==> src/rtl/dmem_ldst_seq.sv <==
// Strided load/store sequencer between the TPU issue stage and one DMem load/store port.
// Accepts one command, negotiates ready/grant, then moves exactly Len beats and pulses O_Done.
module dmem_ldst_seq #(
  parameter int WIDTH_ADDR = 16,
  parameter int WIDTH_LEN  = 16,
  parameter int WIDTH_DATA = 32
) (
  input  logic                  clock,
  input  logic                  reset,
  input  logic                  I_Cmd_Valid,
  input  logic                  I_Cmd_St,
  input  logic [WIDTH_ADDR-1:0] I_Cmd_Base,
  input  logic [WIDTH_ADDR-1:0] I_Cmd_Stride,
  input  logic [WIDTH_LEN-1:0]  I_Cmd_Len,
  input  logic                  I_Abort,
  output logic                  O_Cmd_Ack,
  output logic                  O_Busy,
  output logic                  O_Done,
  output logic                  O_Err,
  output logic                  O_Req,
  output logic                  O_St,
  output logic [WIDTH_ADDR-1:0] O_Base,
  output logic [WIDTH_ADDR-1:0] O_Stride,
  output logic [WIDTH_LEN-1:0]  O_Len,
  input  logic                  I_Ready,
  input  logic                  I_Grant,
  input  logic                  I_St_Valid,
  input  logic [WIDTH_DATA-1:0] I_St_Data,
  output logic                  O_V,
  output logic [WIDTH_DATA-1:0] O_St_Data,
  input  logic                  I_Ld_Valid,
  input  logic [WIDTH_DATA-1:0] I_Ld_Data,
  output logic                  O_Ld_Valid,
  output logic [WIDTH_DATA-1:0] O_Ld_Data,
  output logic [WIDTH_ADDR-1:0] O_Addr
);

  typedef enum logic [2:0] {IDLE, WAIT_RDY, REQ, XFER, DONE} state_t;

  state_t                state_q;
  logic                  req_q, st_q, done_q, err_q, v_q, ldv_q;
  logic [WIDTH_ADDR-1:0] base_q, stride_q, addr_q;
  logic [WIDTH_LEN-1:0]  len_q, cnt_q;
  logic [WIDTH_DATA-1:0] sdata_q, ldata_q;

  logic                  beat;
  logic                  abort;
  logic [WIDTH_LEN-1:0]  cnt_d;

  assign beat  = (state_q == XFER) && (st_q ? I_St_Valid : I_Ld_Valid);
  assign abort = (state_q != IDLE) && I_Abort;
  assign cnt_d = cnt_q + 1'b1;

  // Ack is combinational so the core can retire the command in the same cycle.
  assign O_Cmd_Ack  = (state_q == IDLE) && I_Cmd_Valid && !reset;
  assign O_Busy     = (state_q != IDLE);
  assign O_Done     = done_q;
  assign O_Err      = err_q;
  assign O_Req      = req_q;
  assign O_St       = st_q;
  assign O_Base     = base_q;
  assign O_Stride   = stride_q;
  assign O_Len      = len_q;
  assign O_V        = v_q;
  assign O_St_Data  = sdata_q;
  assign O_Ld_Valid = ldv_q;
  assign O_Ld_Data  = ldata_q;
  assign O_Addr     = addr_q;

  always_ff @(posedge clock or posedge reset) begin
    if (reset) begin
      state_q  <= IDLE;
      req_q    <= 1'b0;
      st_q     <= 1'b0;
      done_q   <= 1'b0;
      err_q    <= 1'b0;
      v_q      <= 1'b0;
      ldv_q    <= 1'b0;
      base_q   <= '0;
      stride_q <= '0;
      addr_q   <= '0;
      len_q    <= '0;
      cnt_q    <= '0;
      sdata_q  <= '0;
      ldata_q  <= '0;
    end else begin
      done_q <= 1'b0;
      err_q  <= 1'b0;
      v_q    <= 1'b0;
      ldv_q  <= 1'b0;
      if (abort) begin
        state_q <= IDLE;
        req_q   <= 1'b0;
      end else begin
        err_q <= I_Ld_Valid && (state_q != XFER);
        case (state_q)
          IDLE: if (I_Cmd_Valid) begin
            st_q     <= I_Cmd_St;
            base_q   <= I_Cmd_Base;
            stride_q <= I_Cmd_Stride;
            len_q    <= I_Cmd_Len;
            cnt_q    <= '0;
            addr_q   <= I_Cmd_Base;
            state_q  <= (I_Cmd_Len == '0) ? DONE : WAIT_RDY;
          end
          WAIT_RDY: if (I_Ready) state_q <= REQ;
          // Request rises one cycle after entry and holds until granted, even if ready drops.
          REQ: begin
            if (!req_q) begin
              req_q <= 1'b1;
            end else if (I_Grant) begin
              req_q   <= 1'b0;
              state_q <= XFER;
            end
          end
          XFER: if (beat) begin
            if (st_q) begin
              v_q     <= 1'b1;
              sdata_q <= I_St_Data;
            end else begin
              ldv_q   <= 1'b1;
              ldata_q <= I_Ld_Data;
            end
            cnt_q  <= cnt_d;
            addr_q <= addr_q + stride_q;
            if (cnt_d == len_q) state_q <= DONE;
          end
          DONE: begin
            done_q  <= 1'b1;
            state_q <= IDLE;
          end
          default: state_q <= IDLE;
        endcase
      end
    end
  end

endmodule
==> config.mk <==
export PLATFORM = sky130hd
export DESIGN_NAME = dmem_ldst_seq
export DESIGN_NICKNAME = d
export VERILOG_FILES = /design/src/rtl/dmem_ldst_seq.sv
export SDC_FILE = /design/constraint.sdc
export NUM_CORES = 1
export LEC_CHECK = 0
export ABC_AREA = 1
export BUFFER_PORTS_ARGS = -buffer_cell sky130_fd_sc_hd__buf_4
export CAP_MARGIN = 15
export CORE_MARGIN = 2
export CORE_UTILIZATION = 52
export CTS_BUF_LIST = sky130_fd_sc_hd__clkbuf_8
export DETAILED_ROUTE_END_ITERATION = 10
export PLACE_DENSITY = 0.87
export SYNTH_ARGS = -nofsm -noshare
export SYNTH_HDL_FRONTEND = slang
export SYNTH_SLANG_ARGS = --single-unit
==> constraint.sdc <==
create_clock -name clock -period 5.7 [get_ports clock]
set_input_delay 0.285 -clock clock [delete_from_list [all_inputs] [get_ports clock]]
set_output_delay 0.285 -clock clock [all_outputs]
set_load 0.1 [all_outputs]
== Word level (Yosys, flattened, before mapping) ==
Index checks and enable logic that the tools add are counted.
Operators by class
  equal/unequal tests: 14
  $add $sub $neg: 2
  reduce and logical (&&, ||, !) cells: 16
  magnitude comparators: 0
  bitwise logic cells: 2
  divide/modulo/power cells: 0
  multiplexer cells: 31
  multipliers: 0
  shifts and indexed selects: 0
Operator list (count)
  16-bit two-way mux: 4
  16-bit one-hot mux with 2 select lines: 2
  3-bit two-way mux: 8
  16-bit by 1-bit adder with 16-bit output, second input constant: 1
  16-bit adder: 1
  16-bit == test: 1
  16-bit zero test: 1
  1-bit two-way mux: 16
  3-bit inequality test, second input constant: 5
  3-bit one-hot mux with 4 select lines: 1
  4-bit AND reduction: 3
  3-bit by 2-bit == test with 1-bit output, second input constant: 2
  3-bit by 2-bit inequality test with 1-bit output, second input constant: 2
  6-bit AND reduction: 1
  1-bit logical AND: 5
  2-bit inequality test, second input constant: 2
  2-bit nonzero test: 2
  3-bit by 1-bit == test with 1-bit output, second input constant: 1
  3-bit == test, second input constant: 1
  3-bit zero test: 1
  3-bit AND reduction: 1
  3-bit nonzero test: 1
  1-bit NOT: 2
  1-bit zero test: 1
Storage, ports and cells
  output and inout port bits: 136
  word-level logic and storage cells: 79
  register bits: 153
  memories kept: 0
  RAM bits: 0
  bits in read-only memories: 0
  latch bits: 0
  input bits: 121

== Logic depth before layout (Yosys ltp) ==
  depth after elaboration: 6
  mapped depth: 16

== Least setup slack after synthesis ==
No wires, ideal clock.
  path kind: reg-to-reg
  from: register addr_q[0] (netlist: O_Addr[0])
  to: register addr_q[10] (netlist: O_Addr[10])
  stages on the path, launching flop included: 11
  slack: 3034 ps
  data arrival time: 2588 ps
  path buffers: 0
  cells stage by stage: dfrtp_1 -> ha_1 -> inv_1 -> fa_1 -> o21ai_1 -> a21boi_0 -> o21ai_1 -> nand3_1 -> nand3b_1 -> nand3_1 -> a21oi_1
On the way
  word-level cells in the longest chain between the ends: 3
Ends and longest elaborated chain
  from (decl): RTL line 42  | logic [WIDTH_ADDR-1:0] base_q, stride_q, addr_q;
  from (signal assigned): RTL line 103  | addr_q <= I_Cmd_Base;
  from (signal assigned): RTL line 125  | addr_q <= addr_q + stride_q;
  16-bit adder: RTL line 125
  16-bit two-way mux: RTL line 116  | XFER: if (beat) begin
  16-bit one-hot mux with 2 select lines: RTL line 96  | case (state_q)
No other way between the ends. The select of a mux whose other input is x is not followed.
A chain may end at the register's enable or synchronous reset.

== Worst setup path after layout ==
  from: register state_q[1]
  to: register ldata_q[12] (netlist: O_Ld_Data[12])
On the way
  word-level cells in the longest chain between the ends: 4
  elaborated cells on any way between the ends: 6
Ends and longest elaborated chain
  from (decl): RTL line 40  | state_t state_q;
  from (signal assigned): RTL line 104  | state_q <= (I_Cmd_Len == '0) ? DONE : WAIT_RDY;
  3-bit nonzero test: RTL line 51  | assign abort = (state_q != IDLE) && I_Abort;
  1-bit logical AND: RTL line 51
  1-bit NOT (no line)
  4-bit AND reduction (no line) *
  to (signal assigned): RTL line 122  | ldata_q <= I_Ld_Data;
  to (decl): RTL line 44  | logic [WIDTH_DATA-1:0] sdata_q, ldata_q;
Every way passes the cells marked *; elsewhere a longest branch is shown, timed or not.

==> reports/summary.md <==
The global-route usage over all layers came out at 29.6%. The critical path goes through inv_2 > nor3_4 > inv_4 > nor2_8 > nand2_4 > nor2_4 > inv_2 > nand2_1 > nand2_1. Clock tree synthesis selected as its root buffer the cell clkbuf_8. The run gives 84 as the pin count of the biggest net entering global routing. Yosys attributes the largest share of cell area to dfrtp_1, nand2_1, mux2_2.

The maximum root-to-sink buffer count was 2. For the last weighted congestion value of the routability-driven placer, the log shows 0.915. Across the routed clock network, the largest skew measured is 0.0137 ns. The tools report the launching element type of the critical path as a flip-flop. The share of the synthesized area in the top cell type came out at 52.0%.

The synthesized design contains 153 register bits. The minimum setup slack in the final design is 2.53 ns. The arrival time of the worst setup path is 3.52 ns. Number of antenna violations at the first check in global routing: 0. The clock reaches the later pin of the worst-skew pair after 0.46 ns. The violation count after the first detailed-route iteration was 585; the detailed-route DRC error count was 0.

The logs give 15,600 µm for the placed wire-length estimate and 42 for the number of distinct library cells after synthesis. The via count of the first global-routing pass is 6,931. The wire length per cell was 16.3 µm. The length of the first detailed-routing pass in iterations is 5. Using the TritonRoute via totals, the vias-per-cell ratio works out to 5.29. The delay contributed by the slowest stage of the critical path is 0.64 ns.

Headroom to the max-slew limit came out at 38.0%. The run gives 43 as the number of placement rows. The synthesized design contains 0 enable-type register cells.

The path type of the worst setup path is flip-flop to flip-flop. The synthesis-to-layout area growth was 36.1%; the number of instances resized during post-cts repair was 0. The final-report max-slew violation count is 0, and the post-synthesis net count is 1,011. The minimum clock period is 3.17 ns. The cell count after synthesis came out at 873. Sequential cells were found to cover 52.0% of the synthesized design area. In this run the vertical extent of the chip is 123 µm.

The tools report the fraction of met2 tracks used by global routing as 49.6%. Along the worst path, the maximum fanout reaches 34. Global routing consumed, on the met3 layer, 7.66% of the routing resources.

During placement, the flow inserted port buffers numbering 256. 257 I/O pins were placed. The worst setup path is captured at a flip-flop. The most used routing layer in global routing was met2.

The mapped netlist covers 7360 µm². A synthesized cell averages 8.43 µm². The met1 capacity usage during global routing is 36.3%. Counting flops with an async set or reset pin after synthesis yields a share of 100%. The first global-routing pass estimated 34,200 µm of wire.

After routing, the total negative slack on setup checks comes to 0 ns. The non-filler instance count after layout is 1,331, and the post-CTS clock slew at the launch and capture registers of the worst setup and hold paths is 0.08 ns. The worst hold path belongs to the class primary input to flip-flop. Setup repair after global routing left no endpoint under its margin.

TritonCTS built the clock tree. For the clock sink total, the log shows 153. The dominant synthesized flop cell was dfrtp_1. Number of warnings issued by yosys: 0. The total number of nets in the final design is 1,276, and the deepest level of the CTS H-tree is 4. For the pin with the worst max-slew slack, the measured transition is 0.930 ns. The logs give 21,700 µm for the wire length after detailed routing and 0 for the number of failing setup endpoints in the final timing report.

Counting the buffers created by CTS gives 17. Timing analysis after detailed placement gives a worst setup slack of 2.58 ns. The number of placed instances, taps included, is 1,284.

Data on the critical path is required at its endpoint by 6.05 ns. In the layout the commonest cells are nand2_1, buf_4, dfrtp_1. The floorplan die width works out to 123 µm. Across the run, the number of max-cap violations was 0. The repair_antennas step left the layout with diodes totalling 0. Among all stages on the critical path, the largest delay is contributed by nor3_4. The count of nets left with antenna violations once routing finished came out at 0.

Based on the critical path, the design can be clocked at up to 315 MHz. Summed over all instances, the cell type with the most area after synthesis is dfrtp_1. The core box area is 13,800 µm². Cells with a size suffix above 1 make up 28.9% of the layout. The worst path uses 55.6% of the clock period. For this configuration, the core starts out at a cell density of 53.2%. In this run the register-to-register setup slack is 2.53 ns. The final hold violation count was 0. The run finished with clean final reports. For this run the aggregate overflow at the end of global routing stands at 0.

The detailed router placed 7,039 vias in this run. The die covers 15,100 µm². Leaving out fill and tap cells, the most frequent cell in the layout is nand2_1.
metal layers:
| metal | part of all wire (%) | routed length, µm |
|---|---|---|
| met1 | 39 | 8430 |
| met2 | 51 | 11000 |
| met4 | 2.5 | 547 |
| met5 | 0 | 0 |
| met3 | 7.9 | 1710 |
worst max-delay path: cells and delay by family, from the launching register on:
kind	cells	cell delay, ns
buf+inv	3	0.80
flops	1	0.42
simple gates	6	1.83
kinds of logic after synthesis:
kind of cell,share of synthesized area (%)
simple gates,25.8
flops,52.0
compound gates,7.96
buf+inv,5.27
mux,4.29
fa+ha+maj,2.99
xor+xnor,1.62
synthesized netlist by cell type, drive strengths merged, types with 5 or more instances:
library cell / count
nand3: 43
ha: 16
nand4: 8
mux2: 28
o21ai: 48
nand3b: 7
dfrtp: 153
clkbuf: 10
nor2: 50
inv: 69
nor3: 5
o22ai: 14
buf: 16
xor2: 7
nand2: 342
a21oi: 36
cell type report:
type                       instances  area (µm²)
sequential                       153        3830
multi-input combinational        625        3150
inverter                          69         267
tap                              180         225
fill                            1020        3810
clock buffer                      19         262
timing repair buffer             272        2080
clock inverter                    13         198
sequential cells by signal, summed over array words and instances, names as in the netlist:
signal	count
O_Base	16
O_Req	1
O_Addr	16
O_Done	1
O_St_Data	32
state_q	3
O_Len	16
O_St	1
O_Ld_Data	32
O_Ld_Valid	1
O_Err	1
O_Stride	16
cnt_q	16
O_V	1
final timing paths:
| path | start | endpoint | cells past startpoint |
|---|---|---|---|
| setup / recovery | state_q[1]$_DFFE_PP0P_ | O_Ld_Data[12]$_DFFE_PP0P_ | 9 |
| hold / removal | I_Ld_Data[2] | O_Ld_Data[2]$_DFFE_PP0P_ | 3 |
| setup reg to reg | state_q[1]$_DFFE_PP0P_ | O_Ld_Data[12]$_DFFE_PP0P_ | 9 |
| hold reg to reg | O_Ld_Data[28]$_DFFE_PP0P_ | O_Ld_Data[28]$_DFFE_PP0P_ | 2 |
| max in group asynchronous | reset | O_Addr[1]$_DFFE_PP0P_ | 4 |
| min in group asynchronous | reset | O_Ld_Data[17]$_DFFE_PP0P_ | 3 |
stage by stage:
stage	instance area, µm²	utilization (%)	hold slack [ns]
detailed placement	9400	68.0	0.462
global placement	9400	68.0	0.457
floorplan	7360	-	0.395
CTS	10000	72.4	0.000101
finish	10000	72.4	0.0228
global route	10000	72.4	0.00524
timing repair:
item                                   in CTS  in global routing
hold buffers                               15                  0
setup buffers                               0                  0
endpoints found under the hold margin      96                  0
Power is not shown: default switching activity piles up to over one toggle a cycle in this logic, so the estimate is an artifact.
